===== src/rtl/mul_div_unit_if.sv =====
// Request/response bundle between the ISDU/register file and the iterative multiply/divide unit.
interface mul_div_unit_if #(
  parameter int WIDTH = 16
);
  logic             start;
  logic [1:0]       op;
  logic [WIDTH-1:0] a;
  logic [WIDTH-1:0] b;
  logic [2:0]       drIn;
  logic             busy;
  logic             done;
  logic [WIDTH-1:0] result;
  logic [2:0]       drOut;
  logic             ldReg;
  logic             divZero;
  logic             err;

  modport master (
    output start, op, a, b, drIn,
    input  busy, done, result, drOut, ldReg, divZero, err
  );

  modport slave (
    input  start, op, a, b, drIn,
    output busy, done, result, drOut, ldReg, divZero, err
  );
endinterface


===== src/rtl/mul_div_unit.sv =====
// Iterative shift-add multiplier and restoring divider, one operand bit per cycle,
// with a one-cycle writeback strobe for the LC-3 register file.
module mul_div_unit #(
  parameter int WIDTH = 16
) (
  input  logic           clk_i,
  input  logic           rst_i,
  mul_div_unit_if.slave  bus
);
  localparam int CW = (WIDTH > 1) ? $clog2(WIDTH) : 1;
  localparam logic [1:0] OP_MUL  = 2'b00;
  localparam logic [1:0] OP_DIVU = 2'b01;
  localparam logic [1:0] OP_REMU = 2'b10;
  localparam logic [1:0] OP_ILL  = 2'b11;

  typedef enum logic [1:0] {
    IDLE = 2'b00,
    RUN  = 2'b01,
    DONE = 2'b10
  } state_e;

  state_e           state_q, state_d;
  logic [CW-1:0]    count_q, count_d;
  logic [1:0]       op_q, op_d;
  logic [WIDTH-1:0] opA_q, opA_d;
  logic [WIDTH-1:0] opB_q, opB_d;
  logic [WIDTH-1:0] acc_q, acc_d;
  logic [WIDTH-1:0] result_q, result_d;
  logic [2:0]       dr_q, dr_d;
  logic             divZero_q, divZero_d;
  logic             err_q, err_d;

  logic             isDiv;
  logic [WIDTH-1:0] mulSum;
  logic [WIDTH:0]   remShift;
  logic [WIDTH:0]   remSub;
  logic             remGe;
  logic [WIDTH-1:0] remNext;
  logic [WIDTH-1:0] quotNext;

  // opA doubles as multiplicand (MUL) and dividend/quotient shifter (DIV);
  // acc is the product accumulator or the partial remainder.
  assign isDiv    = (op_q == OP_DIVU) || (op_q == OP_REMU);
  assign mulSum   = opB_q[0] ? (acc_q + opA_q) : acc_q;
  assign remShift = {acc_q, opA_q[WIDTH-1]};
  assign remGe    = (remShift >= {1'b0, opB_q});
  assign remSub   = remShift - {1'b0, opB_q};
  assign remNext  = remGe ? remSub[WIDTH-1:0] : remShift[WIDTH-1:0];
  assign quotNext = {opA_q[WIDTH-2:0], remGe};

  always_comb begin
    state_d   = state_q;
    count_d   = count_q;
    op_d      = op_q;
    opA_d     = opA_q;
    opB_d     = opB_q;
    acc_d     = acc_q;
    result_d  = result_q;
    dr_d      = dr_q;
    divZero_d = divZero_q;
    err_d     = err_q;

    case (state_q)
      IDLE: begin
        if (bus.start) begin
          op_d      = bus.op;
          opA_d     = bus.a;
          opB_d     = bus.b;
          dr_d      = bus.drIn;
          acc_d     = '0;
          count_d   = '0;
          divZero_d = 1'b0;
          err_d     = 1'b0;
          state_d   = RUN;
        end
      end

      RUN: begin
        if (op_q == OP_ILL) begin
          result_d = '0;
          err_d    = 1'b1;
          state_d  = DONE;
        end else if (isDiv && (opB_q == '0)) begin
          result_d  = (op_q == OP_DIVU) ? '1 : opA_q;
          divZero_d = 1'b1;
          state_d   = DONE;
        end else begin
          if (op_q == OP_MUL) begin
            acc_d = mulSum;
            opA_d = opA_q << 1;
            opB_d = opB_q >> 1;
          end else begin
            acc_d = remNext;
            opA_d = quotNext;
          end
          count_d = count_q + CW'(1);
          // The last iteration's value goes straight into Result so DONE can present it.
          if (count_q == CW'(WIDTH - 1)) begin
            if (op_q == OP_MUL) begin
              result_d = mulSum;
            end else if (op_q == OP_DIVU) begin
              result_d = quotNext;
            end else begin
              result_d = remNext;
            end
            state_d = DONE;
          end
        end
      end

      DONE: begin
        state_d = IDLE;
      end

      default: begin
        state_d = IDLE;
      end
    endcase
  end

  always_ff @(posedge clk_i) begin
    if (rst_i) begin
      state_q   <= IDLE;
      count_q   <= '0;
      op_q      <= '0;
      opA_q     <= '0;
      opB_q     <= '0;
      acc_q     <= '0;
      result_q  <= '0;
      dr_q      <= '0;
      divZero_q <= 1'b0;
      err_q     <= 1'b0;
    end else begin
      state_q   <= state_d;
      count_q   <= count_d;
      op_q      <= op_d;
      opA_q     <= opA_d;
      opB_q     <= opB_d;
      acc_q     <= acc_d;
      result_q  <= result_d;
      dr_q      <= dr_d;
      divZero_q <= divZero_d;
      err_q     <= err_d;
    end
  end

  assign bus.busy    = (state_q != IDLE);
  assign bus.done    = (state_q == DONE);
  assign bus.ldReg   = (state_q == DONE);
  assign bus.result  = result_q;
  assign bus.drOut   = dr_q;
  assign bus.divZero = divZero_q;
  assign bus.err     = err_q;
endmodule

===== src/flat_wrapper.sv =====
// flat-port wrapper written by rule: the top's interface ports become plain ports
module mul_div_unit_flat 
#(
  parameter int WIDTH = 16
)
  (clk_i, rst_i, bus_start, bus_op, bus_a, bus_b, bus_drIn, bus_busy, bus_done, bus_result, bus_drOut, bus_ldReg, bus_divZero, bus_err);
  mul_div_unit_if #(.WIDTH(WIDTH)) bus_i ();
  input  logic clk_i;
  input  logic rst_i;
  input wire logic [$bits(bus_i.start)-1:0] bus_start;
  input wire logic [$bits(bus_i.op)-1:0] bus_op;
  input wire logic [$bits(bus_i.a)-1:0] bus_a;
  input wire logic [$bits(bus_i.b)-1:0] bus_b;
  input wire logic [$bits(bus_i.drIn)-1:0] bus_drIn;
  output wire logic [$bits(bus_i.busy)-1:0] bus_busy;
  output wire logic [$bits(bus_i.done)-1:0] bus_done;
  output wire logic [$bits(bus_i.result)-1:0] bus_result;
  output wire logic [$bits(bus_i.drOut)-1:0] bus_drOut;
  output wire logic [$bits(bus_i.ldReg)-1:0] bus_ldReg;
  output wire logic [$bits(bus_i.divZero)-1:0] bus_divZero;
  output wire logic [$bits(bus_i.err)-1:0] bus_err;
  assign bus_i.start = bus_start;
  assign bus_i.op = bus_op;
  assign bus_i.a = bus_a;
  assign bus_i.b = bus_b;
  assign bus_i.drIn = bus_drIn;
  assign bus_busy = bus_i.busy;
  assign bus_done = bus_i.done;
  assign bus_result = bus_i.result;
  assign bus_drOut = bus_i.drOut;
  assign bus_ldReg = bus_i.ldReg;
  assign bus_divZero = bus_i.divZero;
  assign bus_err = bus_i.err;
  mul_div_unit #(.WIDTH(WIDTH)) u_core (.clk_i(clk_i), .rst_i(rst_i), .bus(bus_i));
endmodule

===== config.mk =====
export PLATFORM = sky130hd
export DESIGN_NAME = mul_div_unit_flat
export DESIGN_NICKNAME = d
export VERILOG_FILES = /design/src/rtl/mul_div_unit_if.sv /design/src/rtl/mul_div_unit.sv /design/src/flat_wrapper.sv
export SDC_FILE = /design/constraint.sdc
export NUM_CORES = 1
export LEC_CHECK = 0
export ABC_AREA = 1
export ABC_CLOCK_PERIOD_IN_PS = 3500
export CAP_MARGIN = 20
export CORE_MARGIN = 5
export CORE_UTILIZATION = 60
export DETAILED_ROUTE_END_ITERATION = 8
export PLACE_DENSITY = 0.85
export SYNTH_ARGS = -nofsm -noshare
export SYNTH_HDL_FRONTEND = slang
export SYNTH_SLANG_ARGS = --single-unit

===== constraint.sdc =====
create_clock -name clk_i -period 3.5 [get_ports clk_i]
set_clock_uncertainty 0.15 [all_clocks]
set_input_delay 0.525 -clock clk_i [delete_from_list [all_inputs] [get_ports clk_i]]
set_output_delay 0.525 -clock clk_i [all_outputs]
set_load 0.005 [all_outputs]

==> metrics.csv <==
metric,value,unit
reg2reg_to,u_core.bus.result[9]$_SDFFE_PP0P_,
post-route-period-util,0.845,
synth_xor_area_frac,0.0226,
placed_cells,1166,
die_h,112,um
vdd_ir_drop_max,0.296,mV
finalSetupViolCount,0,
dieArea,12500,um^2
cts_resized,0,
ys_types,43,
finalHoldViolCount,0,
numPortBuffers,63,
required,3.66,ns
synth_ff_type,dfxtp_1,
synth.area.top_cells,"dfxtp_1, nand2_1, ha_1",
antenna_found_initial,0,
cts_hold_buffers,0,
yosys.area_share.simple,0.395,
gp_congestion,1.00,
hp-class,flop to flop,
dpl_cell_area,6830,um^2
antenna_cells,0,
worst_slew_pin_slew,0.702,ns
maxCapViolCount,0,
synth_mux_area_frac,0,
regToRegSetupSlack,0.54,ns
tns,0,ns
layout.nets,1118,
synthAdderAreaFrac,0.0772,
cts_buffer_depth,2,
dp_hpwl,13.3,mm
min-delay-start,u_core.bus.divZero$_SDFFE_PP0P_,
route.detailed.drc,0,
die_width,112,um
drv_slew,0,
grt-ovfl-total,0,
grt_pass1_wl,29.2,mm
cp_data_arrival_time,3.12,ns
r2r_start,u_core.opB_q[0]$_SDFFE_PP0P_,
mappedNetlistNets,1080,
ant_nets,0,
first_pass_iters,8,
ys_warn_count,0,
worst_skew_pair.late_latency,0.38,ns
synth.avg_cell_area,6.18,um^2
vias_per_cell,5.67,
period_minus_slack,2.96,ns
final_area,7010,um^2
grt_setup_unrepaired,false,
clock.fmax,0.338,GHz
cp_max_fo,31,
ios,64,
power.density,434,nW/um^2
cp-end-kind,flop,
start_util,0.608,
clkTransAtPathRegs,0.09,ns
cts_setup_buffers,0,
hold_path_end,u_core.bus.divZero$_SDFFE_PP0P_,
cp_slowest_cell,dfxtp_1,
layout_common_cells,"nand2_1, inv_1, a21oi_1",
clock_tree.root_cell,clkbuf_8,
r2r_cells,9,
final_common_cell,nand2_1,
synth_top_family_by_area,simple AND/OR/NAND/NOR gates,
area_growth,13.2,%
grt_pass1_vias,6181,
drt-total-wl,17.5,mm
slew_headroom,0.532,
synth_edf_count,0,
synth_top_area_frac,0.249,
rows,37,
finalNonFillerCells,1182,
max_stage_delay,0.70,ns
crit_chain,inv_2 -> nand4_1 -> nor2_1 -> nand3_1 -> buf_4 -> nand3_1 -> nand2_1 -> nand2_1 -> a21oi_2,
syn-cell-area,6190,um^2
critPathLaunchType,flop,
core-area,10200,um^2
synth_cells,1003,
cts.sinks,77,
drt_iter0_drc,536,
status,"finished, final reports clean",
synthArstFlopShare,0,
crit_type,flop to flop,
seq_area_frac_synth,0.249,
ys_seq_elements,77,
synth_compound_area_frac,0.160,
cts_made_buffers,9,
leakagePower,3.28,nW
htree_levels,3,
grt_max_degree,53,
vias,6703,
fin_total_pwr,0.00304,W
grtUsageTotal,0.281,
wire_per_inst,14.8,um
cts_tree,built,
synth_largest_area_cell,dfxtp_1,
drive_gt1_frac,0.0727,
hold-path-cell-count,2,
how the worst max path moves through the flow:
stage,startpoint,endpoint,slack [ns]
after floorplan,u_core.acc_q[1]$_SDFFE_PP0P_,u_core.bus.result[0]$_SDFFE_PP0P_,1.30
after global placement,u_core.opB_q[0]$_SDFFE_PP0P_,u_core.bus.result[8]$_SDFFE_PP0P_,0.72
after detailed placement,u_core.opB_q[0]$_SDFFE_PP0P_,u_core.bus.result[9]$_SDFFE_PP0P_,0.65
after CTS,u_core.opB_q[0]$_SDFFE_PP0P_,u_core.bus.result[9]$_SDFFE_PP0P_,0.64
after global routing,u_core.opB_q[0]$_SDFFE_PP0P_,u_core.bus.result[15]$_SDFFE_PP0P_,0.34
final,u_core.opB_q[0]$_SDFFE_PP0P_,u_core.bus.result[9]$_SDFFE_PP0P_,0.54
synthesized netlist by cell type, types with 4 or more instances:
cell type    n
nand2_4      7
o21ai_0     40
nand4_1     10
nand2_1    352
nor3_1      20
nand3b_1     4
clkbuf_1    27
o21bai_1     4
ha_1        35
nand3_1     77
inv_2        5
a21oi_2     12
nand3_2      5
inv_1       91
a21oi_1     82
buf_2       11
xnor2_1     13
nor2_1      56
dfxtp_1     77
a31oi_1     33
nand2_2      9
state kept, by name, indices dropped and copies added (netlist names):
name,count
u_core.bus.divZero,1
u_core.acc_q,16
u_core.state_q,2
u_core.bus.result,16
u_core.bus.drOut,3
u_core.op_q,2
u_core.bus.err,1
u_core.opA_q,16
u_core.opB_q,16
u_core.count_q,4
report_power, final:
part / internal, W / total, W / switching (W)
Sequential: 0.000937 / 0.00102 / 0.0000834
Clock: 0.000266 / 0.000660 / 0.000394
Combinational: 0.000482 / 0.00136 / 0.000882
worst max-delay path, delay by kind of cell (launching register included):
kind | cells | cell delay [ns]
AND/OR/NAND/NOR | 6 | 1.26
flip-flops | 1 | 0.70
buffers and inverters | 2 | 0.62
AO/OA/AOI/OAI | 1 | 0.16
through the flow:
step / setup slack (ns) / hold slack [ns] / util
5_1_grt: 0.337 / 0.347 / 0.689
4_1_cts: 0.636 / 0.317 / 0.689
3_5_place_dp: 0.648 / 0.297 / 0.671
2_1_floorplan: 1.30 / 0.294 / -
6_report: 0.541 / 0.318 / 0.689
3_3_place_gp: 0.716 / 0.302 / 0.671
layout make-up:
cell class	instances	area, um^2
inverter	98	368
fill	893	3170
timing repair buffer	73	701
multi-input combinational	782	4050
tap	136	170
sequential	77	1540
clock inverter	7	57.6
clock buffer	9	124
metal layers:
| metal | track usage | vias to the layer above | part of all wire |
|---|---|---|---|
| met4 | 0.105 | 0 | 0.034 |
| li1 | - | 3356 | - |
| met2 | 0.454 | 294 | 0.46 |
| met1 | 0.377 | 3001 | 0.43 |
| met5 | 0 | - | 0 |
| met3 | 0.0467 | 52 | 0.073 |
cells by family (layout without fill, tap and decap cells):
logic type / after synthesis / count (layout)
AND/OR/NAND/NOR: 553 / 553
XOR/XNOR: 16 / 16
flip-flops: 77 / 77
adder cells (fa/ha/maj): 37 / 37
buffers and inverters: 144 / 187
AO/OA/AOI/OAI: 176 / 176
Power figures use the tool's default switching activity.
